<file path="src/rtl/key_command_parser_if.sv">
// Scan-code input and control outputs of the keyboard command parser.
// master drives scan bytes; slave is the parser.
interface key_command_parser_if;
   logic [7:0] scan_code;
   logic       scan_valid;
   logic [9:0] bpm;
   logic [4:0] num_steps;
   logic       bpm_we;
   logic       len_we;
   logic       play_toggle;
   logic       mute;
   logic [1:0] entry_mode;
   logic [9:0] entry_value;

   modport master (
      output scan_code, scan_valid,
      input  bpm, num_steps, bpm_we, len_we,
      input  play_toggle, mute, entry_mode, entry_value
   );

   modport slave (
      input  scan_code, scan_valid,
      output bpm, num_steps, bpm_we, len_we,
      output play_toggle, mute, entry_mode, entry_value
   );
endinterface

</file>
<file path="src/rtl/key_command_parser.sv">
// Set-2 scan-code parser: filters break/extended codes, runs numeric
// BPM / loop-length entry and emits control values and command pulses.
module key_command_parser #(
   parameter int BPM_DEFAULT   = 120,
   parameter int BPM_MIN       = 30,
   parameter int BPM_MAX       = 300,
   parameter int STEPS_DEFAULT = 16,
   parameter int STEPS_MAX     = 16,
   parameter int DIGITS_MAX    = 3
) (
   input logic CLOCK_50,
   input logic resetn,
   key_command_parser_if.slave bus
);
   localparam int CW = $clog2(DIGITS_MAX + 1);
   localparam logic [9:0] BDEF = 10'(BPM_DEFAULT);
   localparam logic [9:0] BMIN = 10'(BPM_MIN);
   localparam logic [9:0] BMAX = 10'(BPM_MAX);
   localparam logic [4:0] SDEF = 5'(STEPS_DEFAULT);
   localparam logic [9:0] SMAX = 10'(STEPS_MAX);
   localparam logic [CW-1:0] DMAX = CW'(DIGITS_MAX);

   localparam logic [7:0] K_BRK = 8'hF0;
   localparam logic [7:0] K_EXT = 8'hE0;
   localparam logic [7:0] K_B   = 8'h32;
   localparam logic [7:0] K_L   = 8'h4B;
   localparam logic [7:0] K_ENT = 8'h5A;
   localparam logic [7:0] K_SP  = 8'h29;
   localparam logic [7:0] K_M   = 8'h3A;
   localparam logic [7:0] K_ESC = 8'h76;

   typedef enum logic [1:0] {
      IDLE    = 2'd0,
      BPM_ENT = 2'd1,
      LEN_ENT = 2'd2
   } mode_e;

   mode_e         state, state_n;
   logic [9:0]    acc, acc_n;
   logic [CW-1:0] cnt, cnt_n;
   logic [9:0]    bpm_q, bpm_n;
   logic [4:0]    steps_q, steps_n;
   logic          brk_q, brk_n;
   logic          ext_q, ext_n;
   logic          mute_q, mute_n;
   logic          bwe_q, bwe_n;
   logic          lwe_q, lwe_n;
   logic          play_q, play_n;

   logic [7:0] code;
   logic       is_dig;
   logic [3:0] dval;
   logic [9:0] bpm_clamp;
   logic [4:0] steps_clamp;

   assign code = bus.scan_code;

   always_comb begin
      is_dig = 1'b1;
      dval   = 4'd0;
      case (code)
         8'h45:   dval = 4'd0;
         8'h16:   dval = 4'd1;
         8'h1E:   dval = 4'd2;
         8'h26:   dval = 4'd3;
         8'h25:   dval = 4'd4;
         8'h2E:   dval = 4'd5;
         8'h36:   dval = 4'd6;
         8'h3D:   dval = 4'd7;
         8'h3E:   dval = 4'd8;
         8'h46:   dval = 4'd9;
         default: is_dig = 1'b0;
      endcase
   end

   assign bpm_clamp = (acc < BMIN) ? BMIN :
                      (acc > BMAX) ? BMAX : acc;
   assign steps_clamp = (acc == 10'd0) ? 5'd1 :
                        (acc > SMAX) ? 5'(SMAX) : acc[4:0];

   always_ff @(posedge CLOCK_50 or negedge resetn) begin
      if (!resetn) begin
         state   <= IDLE;
         acc     <= '0;
         cnt     <= '0;
         bpm_q   <= BDEF;
         steps_q <= SDEF;
         brk_q   <= 1'b0;
         ext_q   <= 1'b0;
         mute_q  <= 1'b0;
         bwe_q   <= 1'b0;
         lwe_q   <= 1'b0;
         play_q  <= 1'b0;
      end else begin
         state   <= state_n;
         acc     <= acc_n;
         cnt     <= cnt_n;
         bpm_q   <= bpm_n;
         steps_q <= steps_n;
         brk_q   <= brk_n;
         ext_q   <= ext_n;
         mute_q  <= mute_n;
         bwe_q   <= bwe_n;
         lwe_q   <= lwe_n;
         play_q  <= play_n;
      end
   end

   always_comb begin
      state_n = state;
      acc_n   = acc;
      cnt_n   = cnt;
      bpm_n   = bpm_q;
      steps_n = steps_q;
      brk_n   = brk_q;
      ext_n   = ext_q;
      mute_n  = mute_q;
      bwe_n   = 1'b0;
      lwe_n   = 1'b0;
      play_n  = 1'b0;
      if (bus.scan_valid) begin
         // E0 F0 xx collapses into a plain break so xx is dropped
         if (ext_q) begin
            ext_n = 1'b0;
            if (code == K_BRK) brk_n = 1'b1;
         end else if (brk_q) begin
            brk_n = 1'b0;
         end else if (code == K_BRK) begin
            brk_n = 1'b1;
         end else if (code == K_EXT) begin
            ext_n = 1'b1;
         end else if (state == IDLE) begin
            unique case (1'b1)
               code == K_B: begin
                  state_n = BPM_ENT;
                  acc_n   = '0;
                  cnt_n   = '0;
               end
               code == K_L: begin
                  state_n = LEN_ENT;
                  acc_n   = '0;
                  cnt_n   = '0;
               end
               code == K_SP: play_n = 1'b1;
               code == K_M:  mute_n = ~mute_q;
               default: ;
            endcase
         end else begin
            unique case (1'b1)
               is_dig: begin
                  if (cnt < DMAX) begin
                     acc_n = acc * 10'd10 + {6'd0, dval};
                     cnt_n = cnt + 1'b1;
                  end
               end
               code == K_ENT: begin
                  if (cnt != '0) begin
                     if (state == BPM_ENT) begin
                        bpm_n = bpm_clamp;
                        bwe_n = 1'b1;
                     end else begin
                        steps_n = steps_clamp;
                        lwe_n   = 1'b1;
                     end
                  end
                  state_n = IDLE;
                  acc_n   = '0;
                  cnt_n   = '0;
               end
               code == K_ESC: begin
                  state_n = IDLE;
                  acc_n   = '0;
                  cnt_n   = '0;
               end
               code == K_B: begin
                  state_n = BPM_ENT;
                  acc_n   = '0;
                  cnt_n   = '0;
               end
               code == K_L: begin
                  state_n = LEN_ENT;
                  acc_n   = '0;
                  cnt_n   = '0;
               end
               default: ;
            endcase
         end
      end
   end

   assign bus.bpm         = bpm_q;
   assign bus.num_steps   = steps_q;
   assign bus.bpm_we      = bwe_q;
   assign bus.len_we      = lwe_q;
   assign bus.play_toggle = play_q;
   assign bus.mute        = mute_q;
   assign bus.entry_mode  = state;
   assign bus.entry_value = acc;
endmodule

</file>
<file path="src/flat_wrapper.sv">
// flat-port wrapper written by rule: the top's interface ports become plain ports
module key_command_parser_flat 
#(
   parameter int BPM_DEFAULT   = 120,
   parameter int BPM_MIN       = 30,
   parameter int BPM_MAX       = 300,
   parameter int STEPS_DEFAULT = 16,
   parameter int STEPS_MAX     = 16,
   parameter int DIGITS_MAX    = 3
)
  (CLOCK_50, resetn, bus_scan_code, bus_scan_valid, bus_bpm, bus_num_steps, bus_bpm_we, bus_len_we, bus_play_toggle, bus_mute, bus_entry_mode, bus_entry_value);
  key_command_parser_if bus_i ();
  input logic CLOCK_50;
  input logic resetn;
  input wire logic [$bits(bus_i.scan_code)-1:0] bus_scan_code;
  input wire logic [$bits(bus_i.scan_valid)-1:0] bus_scan_valid;
  output wire logic [$bits(bus_i.bpm)-1:0] bus_bpm;
  output wire logic [$bits(bus_i.num_steps)-1:0] bus_num_steps;
  output wire logic [$bits(bus_i.bpm_we)-1:0] bus_bpm_we;
  output wire logic [$bits(bus_i.len_we)-1:0] bus_len_we;
  output wire logic [$bits(bus_i.play_toggle)-1:0] bus_play_toggle;
  output wire logic [$bits(bus_i.mute)-1:0] bus_mute;
  output wire logic [$bits(bus_i.entry_mode)-1:0] bus_entry_mode;
  output wire logic [$bits(bus_i.entry_value)-1:0] bus_entry_value;
  assign bus_i.scan_code = bus_scan_code;
  assign bus_i.scan_valid = bus_scan_valid;
  assign bus_bpm = bus_i.bpm;
  assign bus_num_steps = bus_i.num_steps;
  assign bus_bpm_we = bus_i.bpm_we;
  assign bus_len_we = bus_i.len_we;
  assign bus_play_toggle = bus_i.play_toggle;
  assign bus_mute = bus_i.mute;
  assign bus_entry_mode = bus_i.entry_mode;
  assign bus_entry_value = bus_i.entry_value;
  key_command_parser #(.BPM_DEFAULT(BPM_DEFAULT), .BPM_MIN(BPM_MIN), .BPM_MAX(BPM_MAX), .STEPS_DEFAULT(STEPS_DEFAULT), .STEPS_MAX(STEPS_MAX), .DIGITS_MAX(DIGITS_MAX)) u_core (.CLOCK_50(CLOCK_50), .resetn(resetn), .bus(bus_i));
endmodule
</file>
<file path="config.mk">
export PLATFORM = sky130hd
export DESIGN_NAME = key_command_parser_flat
export DESIGN_NICKNAME = d
export VERILOG_FILES = /design/src/rtl/key_command_parser_if.sv /design/src/rtl/key_command_parser.sv /design/src/flat_wrapper.sv
export SDC_FILE = /design/constraint.sdc
export NUM_CORES = 1
export LEC_CHECK = 0
export CORE_MARGIN = 1
export CORE_UTILIZATION = 44
export CTS_BUF_LIST = sky130_fd_sc_hd__clkbuf_2 sky130_fd_sc_hd__clkbuf_4 sky130_fd_sc_hd__clkbuf_8
export DETAILED_ROUTE_END_ITERATION = 12
export GPL_TIMING_DRIVEN = 1
export HOLD_SLACK_MARGIN = 0.05
export PLACE_DENSITY = 0.68
export SLEW_MARGIN = 10
export SYNTH_ARGS = -nofsm -noshare
export SYNTH_HDL_FRONTEND = slang
export SYNTH_SLANG_ARGS = --single-unit
export TNS_END_PERCENT = 50
</file>
<file path="constraint.sdc">
create_clock -name CLOCK_50 -period 3.2 [get_ports CLOCK_50]
set_clock_uncertainty 0.2 [all_clocks]
set_input_delay 0.96 -clock CLOCK_50 [delete_from_list [all_inputs] [get_ports CLOCK_50]]
set_output_delay 0.96 -clock CLOCK_50 [all_outputs]
set_load 0.02 [all_outputs]
</file>
### After elaboration in Yosys (flattened, before gate mapping)

Cells that the tools add are included.
W data, S select, Z words.

* magnitude comparators: 4
* $mul: 1
* multiplexer cells: 50
* reductions and logical operators: 15
* bitwise logic cells: 7
* equality and inequality tests: 23
* add/sub/neg operators: 2

Operators by type and width (count)
* $eq A8 B6 Y1 const B: 9
* $mux W10: 5
* $eq A8 B7 Y1 const B: 5
* $pmux W4 S9: 1
* $mux W1: 34
* $pmux W10 S2: 1
* $reduce_and A9 Y1: 2
* $eq A8 B5 Y1 const B: 2
* $eq A8 B8 Y1 const B: 2
* $reduce_and A7 Y1: 2
* $add A10 B4 Y10: 1
* $gt A10 B5 Y1 const B: 1
* $gt A10 B9 Y1 const B: 1
* $logic_not A10 Y1: 1
* $lt A10 B5 Y1 const B: 1
* $mul A10 B3 Y9 const B: 1
* $mux W5: 2
* $reduce_or A10 Y1: 1
* $mux W2: 4
* $pmux W2 S2: 2
* $reduce_and A8 Y1: 1
* $not A1 Y1: 7
* $ne A3 B3 Y1 const B: 2
* $pmux W2 S3: 1
* other kinds (10): 13

* logic and storage cells: 113
* register bits after elaboration: 35
* output and inout bits: 31
* input bits: 11

### Longest topological paths before layout

Gate-level depths: netlist of run 1.

* depth in word-level cells: 10
* depth in mapped cells: 12
* mapped depth without buffers: 11

### Worst setup path after synthesis of run 1

OpenSTA, ideal clock, no wires.

* path kind: input -> register
* start: input port bus_scan_code[0]
* end: register u_core.acc[7] (netlist: u_core.bus.entry_value[7])
* setup time: 0.125 ns
* data arrival time: 3.068 ns
* stages: 12
* path buffers: 1
* data required time: 2.875 ns
* slack: -0.193 ns
* cell sequence: buf_2 nor4bb_1 nand3b_1 a21oi_2 ha_1 fa_1 a21o_1 nand2_1 nor3_1 xnor2_1 nor2_1 mux2_4

* cells in the longest elaborated chain, start to end: 6
* elaborated cells on any way between the ends: 31
* classes of those cells: add/sub (1); eq/ne (18); mux (5); bitwise (2); reduce/logical (5)

Ends and longest elaborated chain
* start: declaration: line flat_wrapper.sv:15 `input wire logic [$bits(bus_i.scan_code)-1:0] bus_scan_code;`
* $eq A8 B7 Y1 (tied with other cells): line key_command_parser.sv:61 `case (code)`
* $pmux W4 S9: line key_command_parser.sv:61
* $add A10 B4 Y10: line key_command_parser.sv:152 `acc_n = acc * 10'd10 + {6'd0, dval};`
* $mux W10: line key_command_parser.sv:151 `if (cnt < DMAX) begin`
* $pmux W10 S2: line key_command_parser.sv:149 `unique case (1'b1)`
* $mux W10: line key_command_parser.sv:132 `end else if (state == IDLE) begin`
* end signal: assignment: line key_command_parser.sv:96 `acc <= acc_n;`
* end: declaration: line key_command_parser.sv:39 `logic [9:0] acc, acc_n;`

Several ways; a longest one is shown, not always the timed one. The select of a mux whose other input is x is not followed.
A chain may end at the register's enable or synchronous reset.

### Worst setup path in the final report of run 1

* start: input port bus_scan_code[0]
* end: register u_core.acc[5] (netlist: u_core.bus.entry_value[5])

The elaborated chain is that of the path after synthesis.

==> impl_results.md, run 1 <==
* Status: completed
* Die height at about 77 µm
* Num Clock Sinks at 35
* Worst-path cell chain: buf_6 > or3b_1 > a211o_1 > a21oi_2 > ha_2 > fa_2 > a21o_1 > nand2_2 > buf_4 > xnor2_1 > nor2_1 > mux2_2
* Syn Area/Cell at approximately 9.5 µm²
* Vias in the first global route at about 2,100
* Iter 0 DRT Violations at between 70 and 80
* Gr usage total at 0.204
* Detail Route Antenna Nets at 0
* Rows at 26
* Count leader, synth: dfrtp_1
* Setup CP Type: in -> reg
* Chip Width at roughly 77 µm
* First-pass GRT wire length at between 9000 and 10,000 µm
* Detail Placement HPWL at between 4000 and 5000 µm
* WP data arrival at 3.13 ns
* Routed wire length at approximately 5700 µm
* Relative max-transition margin at 0.687
* Most used DFF post-synth: dfrtp_1
* Initial core utilization at 0.471
* Nets at between 300 and 400
* Layout Cells excl Fill at ~420
* CP Launch Type: input pin
* Largest net degree at the start of global routing at 36
* Tmin final at 3.16 ns
* LEAKAGE at 1.57 nW
* Ant diodes at 0
* IO buf count at 41
* Post-synth top area share at 0.304
* First drt pass iteration count at 4
* Final hold violations at 0
* Total power draw at between 1 and 1.5 mW
* Fmax at 0.317 GHz
* RSZ-0062 raised after global routing: true
* Netlist cell types at 57
* Synth warnings at 0
* Final cycle utilization of the critical path at 0.987
* Max cap viols at 0
* Worst-margin pin slew at roughly 0.47 ns
* Gate Count Post-Synth at ~260
* Pwr Density at approximately 300 nW/µm²
* Post-route worst setup slack at 0.0412 ns
* Clock Latency Late Sink at a little under 0.3 ns
* Full die area at about 5900 µm²
* Vias per inst at 5.23
* CP max stage cell: or3b_1
* Synth area leader: dfrtp_1
* Layout Utilization at 0.656
* Yosys reg bits at 35
* # setup viols final at 0
* Post-Syn Nets at roughly 290
* Largest cells by area after synthesis: dfrtp_1, ha_1, dfstp_2
* H-tree levels at 2
* Total number of vias at ~2,200
* Total gr overflow at 0
* Share of cells above drive strength 1 at 0.286
* Final Wtd Congestion at approximately 0.9
* Clk pin slew, worst setup/hold paths at 0.07 ns
* Drt wl/cell at approximately 14 µm
* Max incr delay on CP at between 0.3 and 0.4 ns
* CTS root buf: clkbuf_8
* Hold WS at between 0.2 and 0.3 ns
* Initial antenna violation count at 0
* Post-synthesis cell area at 2470 µm²
* Core footprint at 5240 µm²
* EDFF count, synth at 0
* Clock buffer depth at 2
* Async SR Flop Fraction at 1.00
* Synth-to-layout area growth at 39.4%
* VDD IR max at around 0.23 mV
* CP required at between 3 and 4 ns
* CTS buffer count at 5
* Min-delay worst type: reg -> reg
* Pre-CTS WS at -0.672 ns
* Hold_buf cts at 0
* Io pins at 42
* Slew Limit Fails at 0
* CP Capture Type: register
* Inst Count DP at between 400 and 500
* List of most frequent post-synthesis cells: dfrtp_1, nor2_1, nand2_1, ha_1, inv_1
* Residual DRC at 0
* CTS tree: built
* Seq/Total Area, Yosys at 0.358
* Worst-path maximum fanout at 2
==> through the flow <==
| stage | setup TNS (ns) | cell area (µm²) |
|---|---|---|
| floorplan | -0.0894 | 2490 |
| global placement | -6.20 | 3270 |
| detailed placement | -7.30 | 3270 |
| CTS | -0.0664 | 3390 |
| global route | -0.112 | 3440 |
| finish | 0 | 3440 |
==> final cells by class <==
cell class	count	area, µm²
Clock buffer	7	96.3
Clock inverter	1	7.51
Fill cell	452	1800
Tap cell	70	87.6
Sequential cell	35	882
Timing Repair Buffer	89	768
Inverter	14	52.6
Multi-Input combinational cell	200	1540
==> flip-flops by register name, summed over array words and instances (netlist names) <==
signal,count
u_core.brk_q,1
u_core.bus.len_we,1
u_core.bus.bpm,10
u_core.bus.mute,1
u_core.cnt,2
u_core.bus.play_toggle,1
u_core.bus.entry_mode,2
u_core.ext_q,1
u_core.bus.entry_value,10
u_core.bus.num_steps,5
u_core.bus.bpm_we,1
==> repair_timing <==
item	in CTS	in global routing
pin swaps	12	14
resized for setup	22	15
buffers inserted	2	2
setup endpoints to repair	11	5
==> layer usage <==
| metal | routed length [µm] | part of all wire | GRT usage |
|---|---|---|---|
| met2 | 2640 | 0.47 | 0.327 |
| met4 | 93 | 0.016 | 0.0654 |
| met1 | 2710 | 0.48 | 0.274 |
| met5 | 0 | 0 | 0 |
| met3 | 217 | 0.038 | 0.0405 |
==> worst max-delay path: cells and delay by family <==
family                     cells  cell delay (ns)
muxes                          1             0.26
and+or+nand+nor                3             0.52
buffers and inverters          2             0.24
xor gates and xnor gates       1             0.14
AOI/OAI and AO/OA              3             0.57
adders and majority gates      2             0.43
==> cells in the final DEF (no fill, tap or decap), types with 3 or more instances in the layout <==
cell type / netlist / final
or3b_1: 3 / 3
nor3_1: 7 / 6
clkdlybuf4s50_1: 0 / 33
mux2_4: 8 / 8
nand2_1: 24 / 23
nor2b_1: 5 / 3
dfstp_2: 5 / 5
clkbuf_8: 0 / 7
inv_1: 14 / 14
nand2b_1: 5 / 5
dfrtp_1: 30 / 30
o21ai_1: 12 / 12
xnor2_1: 11 / 10
a21o_1: 3 / 3
nor2_1: 27 / 26
mux2i_1: 3 / 3
buf_4: 0 / 46
xor2_1: 4 / 4
clkbuf_2: 0 / 3
ha_1: 16 / 15
a21oi_1: 6 / 6
nand3_1: 3 / 3
nor3b_1: 4 / 4
buf_6: 0 / 3
nand3b_1: 5 / 5
o21ai_0: 7 / 7
==> final timing paths <==
| check | endpoint | cells after the start | start | slack (ns) |
|---|---|---|---|---|
| max in group asynchronous | u_core.bus.bpm[4] | 2 | resetn | 1.59 |
| setup / recovery | u_core.bus.entry_value[5] | 12 | bus_scan_code[0] | 0.04 |
| hold / removal | u_core.bus.bpm[5] | 2 | u_core.bus.bpm[5] | 0.26 |
| min in group asynchronous | u_core.bus.num_steps[2] | 2 | resetn | 0.88 |
| hold reg to reg | u_core.bus.bpm[5] | 2 | u_core.bus.bpm[5] | 0.26 |
| setup reg to reg | u_core.bus.entry_value[8] | 10 | u_core.bus.entry_value[1] | 0.28 |
==> where the power goes <==
part / total [mW] / internal [mW] / switching, mW
logic: 0.204 / 0.0981 / 0.106
registers: 0.467 / 0.454 / 0.0128
clock network: 0.349 / 0.195 / 0.154
total: 1.02 / 0.748 / 0.273
==> logic make-up (layout without fill, tap and decap cells) <==
kind of cell,count (synthesis),in the layout,synth area share
AO/OA/AOI/OAI,48,48,0.132
XOR/XNOR,15,15,0.0532
adder cells (fa/ha/maj),18,18,0.0974
buffers and inverters,24,111,0.0461
flip-flops,35,35,0.358
multiplexers,13,13,0.0700
AND/OR/NAND/NOR,106,106,0.243
No activity file was read; power rests on OpenSTA's default activity.
==> run 2: changes to the inputs <==
--- a/config.mk
+++ b/config.mk
@@ -5,7 +5,7 @@
 export SDC_FILE = /design/constraint.sdc
 export NUM_CORES = 1
 export LEC_CHECK = 0
-export CORE_MARGIN = 1
+export CORE_MARGIN = 2
 export CORE_UTILIZATION = 44
 export CTS_BUF_LIST = sky130_fd_sc_hd__clkbuf_2 sky130_fd_sc_hd__clkbuf_4 sky130_fd_sc_hd__clkbuf_8
 export DETAILED_ROUTE_END_ITERATION = 12
==> run 2 against run 1 <==
- die area up 5.3%
- critical path depth unchanged
- register-to-register slack about the same
- largest power group unchanged
- non-clock buffer count up 2
- count of clock-buffer cells in the layout up 1
- highest routed layer unchanged
- global-route usage down 1.4 points
- sequential power about the same
- worst hold slack better by 0.0036 ns
- sequential cell count unchanged
- first-iteration DRC count up 35%
- maximum frequency up 2.1%
==> impl_results.md, run 2 (same netlist as run 1, synthesis figures left out) <==
* Post-route worst setup slack at roughly 0.11 ns
* Pwr Density at 297 nW/µm²
* RSZ-0062 raised after global routing: true
* Synth-to-layout area growth at 41.5%
* CTS root buf: clkbuf_8
* Register area at approximately 900 µm²
* Full die area at about 6200 µm²
* Layout Utilization at 0.638
* Setup CP Type: in -> reg
* RR Startpoint: u_core.bus.entry_value[1]
* Layout Cells excl Fill at 420
* Sequential power share at 0.449
* Fin area at 3490 µm²
* WP data arrival at between 3 and 4 ns
* Switching power at ~0.28 mW
* CTS tree: built
* Worst-path cell chain: buf_6 > or3b_1 > a211o_1 > a21oi_2 > ha_2 > fa_2 > a21o_1 > nand2_2 > nor3_4 > xnor2_1 > nor2_1 > mux2_4
* Clock Latency Late Sink at between 0.2 and 0.3 ns
* Relative max-transition margin at 0.665
* Initial core utilization at 0.451
* Iter 0 DRT Violations at 101
* CTS buffer count at 5
* Status: completed
* Combinational fraction of design power at 0.204
* CP max stage cell: or3b_1
* Gr usage total at 0.189
* Tmin final at between 3 and 4 ns
* Sw Ratio at 0.268
* Share of cells above drive strength 1 at 0.296
* Clk pwr share at 0.347
* Largest net degree at the start of global routing at 36
* IO buf count at approximately 40
* Pre-CTS WS at -0.617 ns
* HP Start: u_core.bus.bpm[4]
* # setup viols final at 0
* Commonest non-fill, non-tap cell in the layout: buf_4
* Vias in the first global route at between 1,500 and 2,000
* Num Clock Sinks at 35
* Footprint of the multi-input gates at roughly 1600 µm²
* DP Area at 3270 µm²
* R2r setup slk at between 0.2 and 0.3 ns
* Total power draw at between 1 and 1.5 mW
* Clk pin slew, worst setup/hold paths at about 0.07 ns
* Drt wl/cell at 13.6 µm
* Vias per inst at 5.15
* P_int at 0.760 mW
* Die height at between 70 and 80 µm
* Max cap viols at 0
* CP required at 3.17 ns
* Inst Count DP at between 400 and 500
* Reg-to-reg endpoint: u_core.bus.entry_value[8]
* Hold WS at ~0.27 ns
* Worst-margin pin slew at approximately 0.5 ns
* First-pass GRT wire length at 9430 µm
* Total number of vias at ~2,200
* Nets at between 300 and 400
* Hold_buf cts at 0
* VDD IR max at approximately 0.22 mV
* Hold Path End: u_core.bus.bpm[4]
* Fmax at between 0.3 and 0.4 GHz
* Clock buffer depth at 2
* Commonest non-fill, non-tap cells in the layout: buf_4, clkdlybuf4s50_1, dfrtp_1, nor2_1, nand2_1
* Final Wtd Congestion at approximately 0.86
* Total gr overflow at 0
* Detail Placement HPWL at between 4000 and 5000 µm
* WHS Path Cells at 2
* Residual DRC at 0
* First drt pass iteration count at 4
* Min-delay worst type: reg -> reg
* Core footprint at ~5500 µm²
* Post-route setup TNS at 0 ns
* Io pins at 42
* H-tree levels at 2
* CP Launch Type: input pin
* Ant diodes at 0
* Detail Route Antenna Nets at 0
* Chip Width at roughly 79 µm
* Max incr delay on CP at 0.37 ns
* R2R cell count at 10
* Worst-path maximum fanout at 2
* Final hold violations at 0
* Initial antenna violation count at 0
* Fillers at 463
* Final cycle utilization of the critical path at 0.967
* Routed wire length at roughly 5700 µm
* Slew Limit Fails at 0
* Rows at 27
* LEAKAGE at ~1.6 nW
* CP Capture Type: register
-- run 2: cell count changes in the layout (fill, tap and decap cells not counted), sizes merged --
| cell | previous run | this run |
|---|---|---|
| buf | 51 | 53 |
| clkbuf | 10 | 12 |
| clkinvlp | 1 | 0 |
| dlygate4sd2 | 1 | 0 |
-- run 2: final cells by class --
cell class              instances  area share
flip-flops and latches         35       0.253
well taps                      72      0.0258
multi-input cells             200       0.447
clock buffers                   8      0.0297
repair buffers                 91       0.230
inverters                      14      0.0151
-- run 2: routing by layer --
metal / vias up / wire length [µm] / global-route usage
met1: 1027 / 2770 / 0.269
met3: 5 / 182 / 0.0216
li1: 1092 / - / -
met5: - / 0 / 0
met2: 37 / 2670 / 0.305
met4: 0 / 81 / 0.0569
-- run 2: worst max-delay path by stage --
stage                     slack, ns        startpoint  cells after the start                   endpoint
final                          0.11  bus_scan_code[5]                     12  u_core.bus.entry_value[7]
after floorplan               -0.05  bus_scan_code[0]                     11  u_core.bus.entry_value[7]
after detailed placement      -0.62  bus_scan_code[1]                     12  u_core.bus.entry_value[7]
after global placement        -0.59  bus_scan_code[1]                     12  u_core.bus.entry_value[7]
after CTS                     -0.02  bus_scan_code[5]                     12  u_core.bus.entry_value[7]
after global routing         -0.003  bus_scan_code[5]                     13  u_core.bus.entry_value[8]
-- run 2: power groups by stage --
stage	logic [mW]	clock network [mW]	registers, mW
4_1_cts	0.205	0.366	0.466
3_3_place_gp	0.198	0	0.474
2_1_floorplan	0.101	0	0.481
6_report	0.212	0.360	0.466
5_1_grt	0.234	0.383	0.467
3_5_place_dp	0.205	0	0.474
-- run 2: worst max-delay path: cells and delay by family --
family,cells,cell delay [ns]
AND/OR/NAND/NOR,4,0.66
AO/OA/AOI/OAI,3,0.55
adder cells (fa/ha/maj),2,0.41
multiplexers,1,0.25
XOR/XNOR,1,0.14
buffers and inverters,1,0.09
-- run 2: repair_timing --
item,4_1_cts,5_1_grt
setup endpoints to repair,7,11
pin swaps,14,19
buffers inserted,4,4
gates resized for setup,27,15
cloned,0,1
==> run 3: changes to the inputs <==
--- a/config.mk
+++ b/config.mk
@@ -12,7 +12,7 @@
 export GPL_TIMING_DRIVEN = 1
 export HOLD_SLACK_MARGIN = 0.05
 export PLACE_DENSITY = 0.68
-export SLEW_MARGIN = 10
+export SLEW_MARGIN = 5
 export SYNTH_ARGS = -nofsm -noshare
 export SYNTH_HDL_FRONTEND = slang
 export SYNTH_SLANG_ARGS = --single-unit
==> results of run 3 <==
Final layout, timing and power as in run 2 (identical DEF).
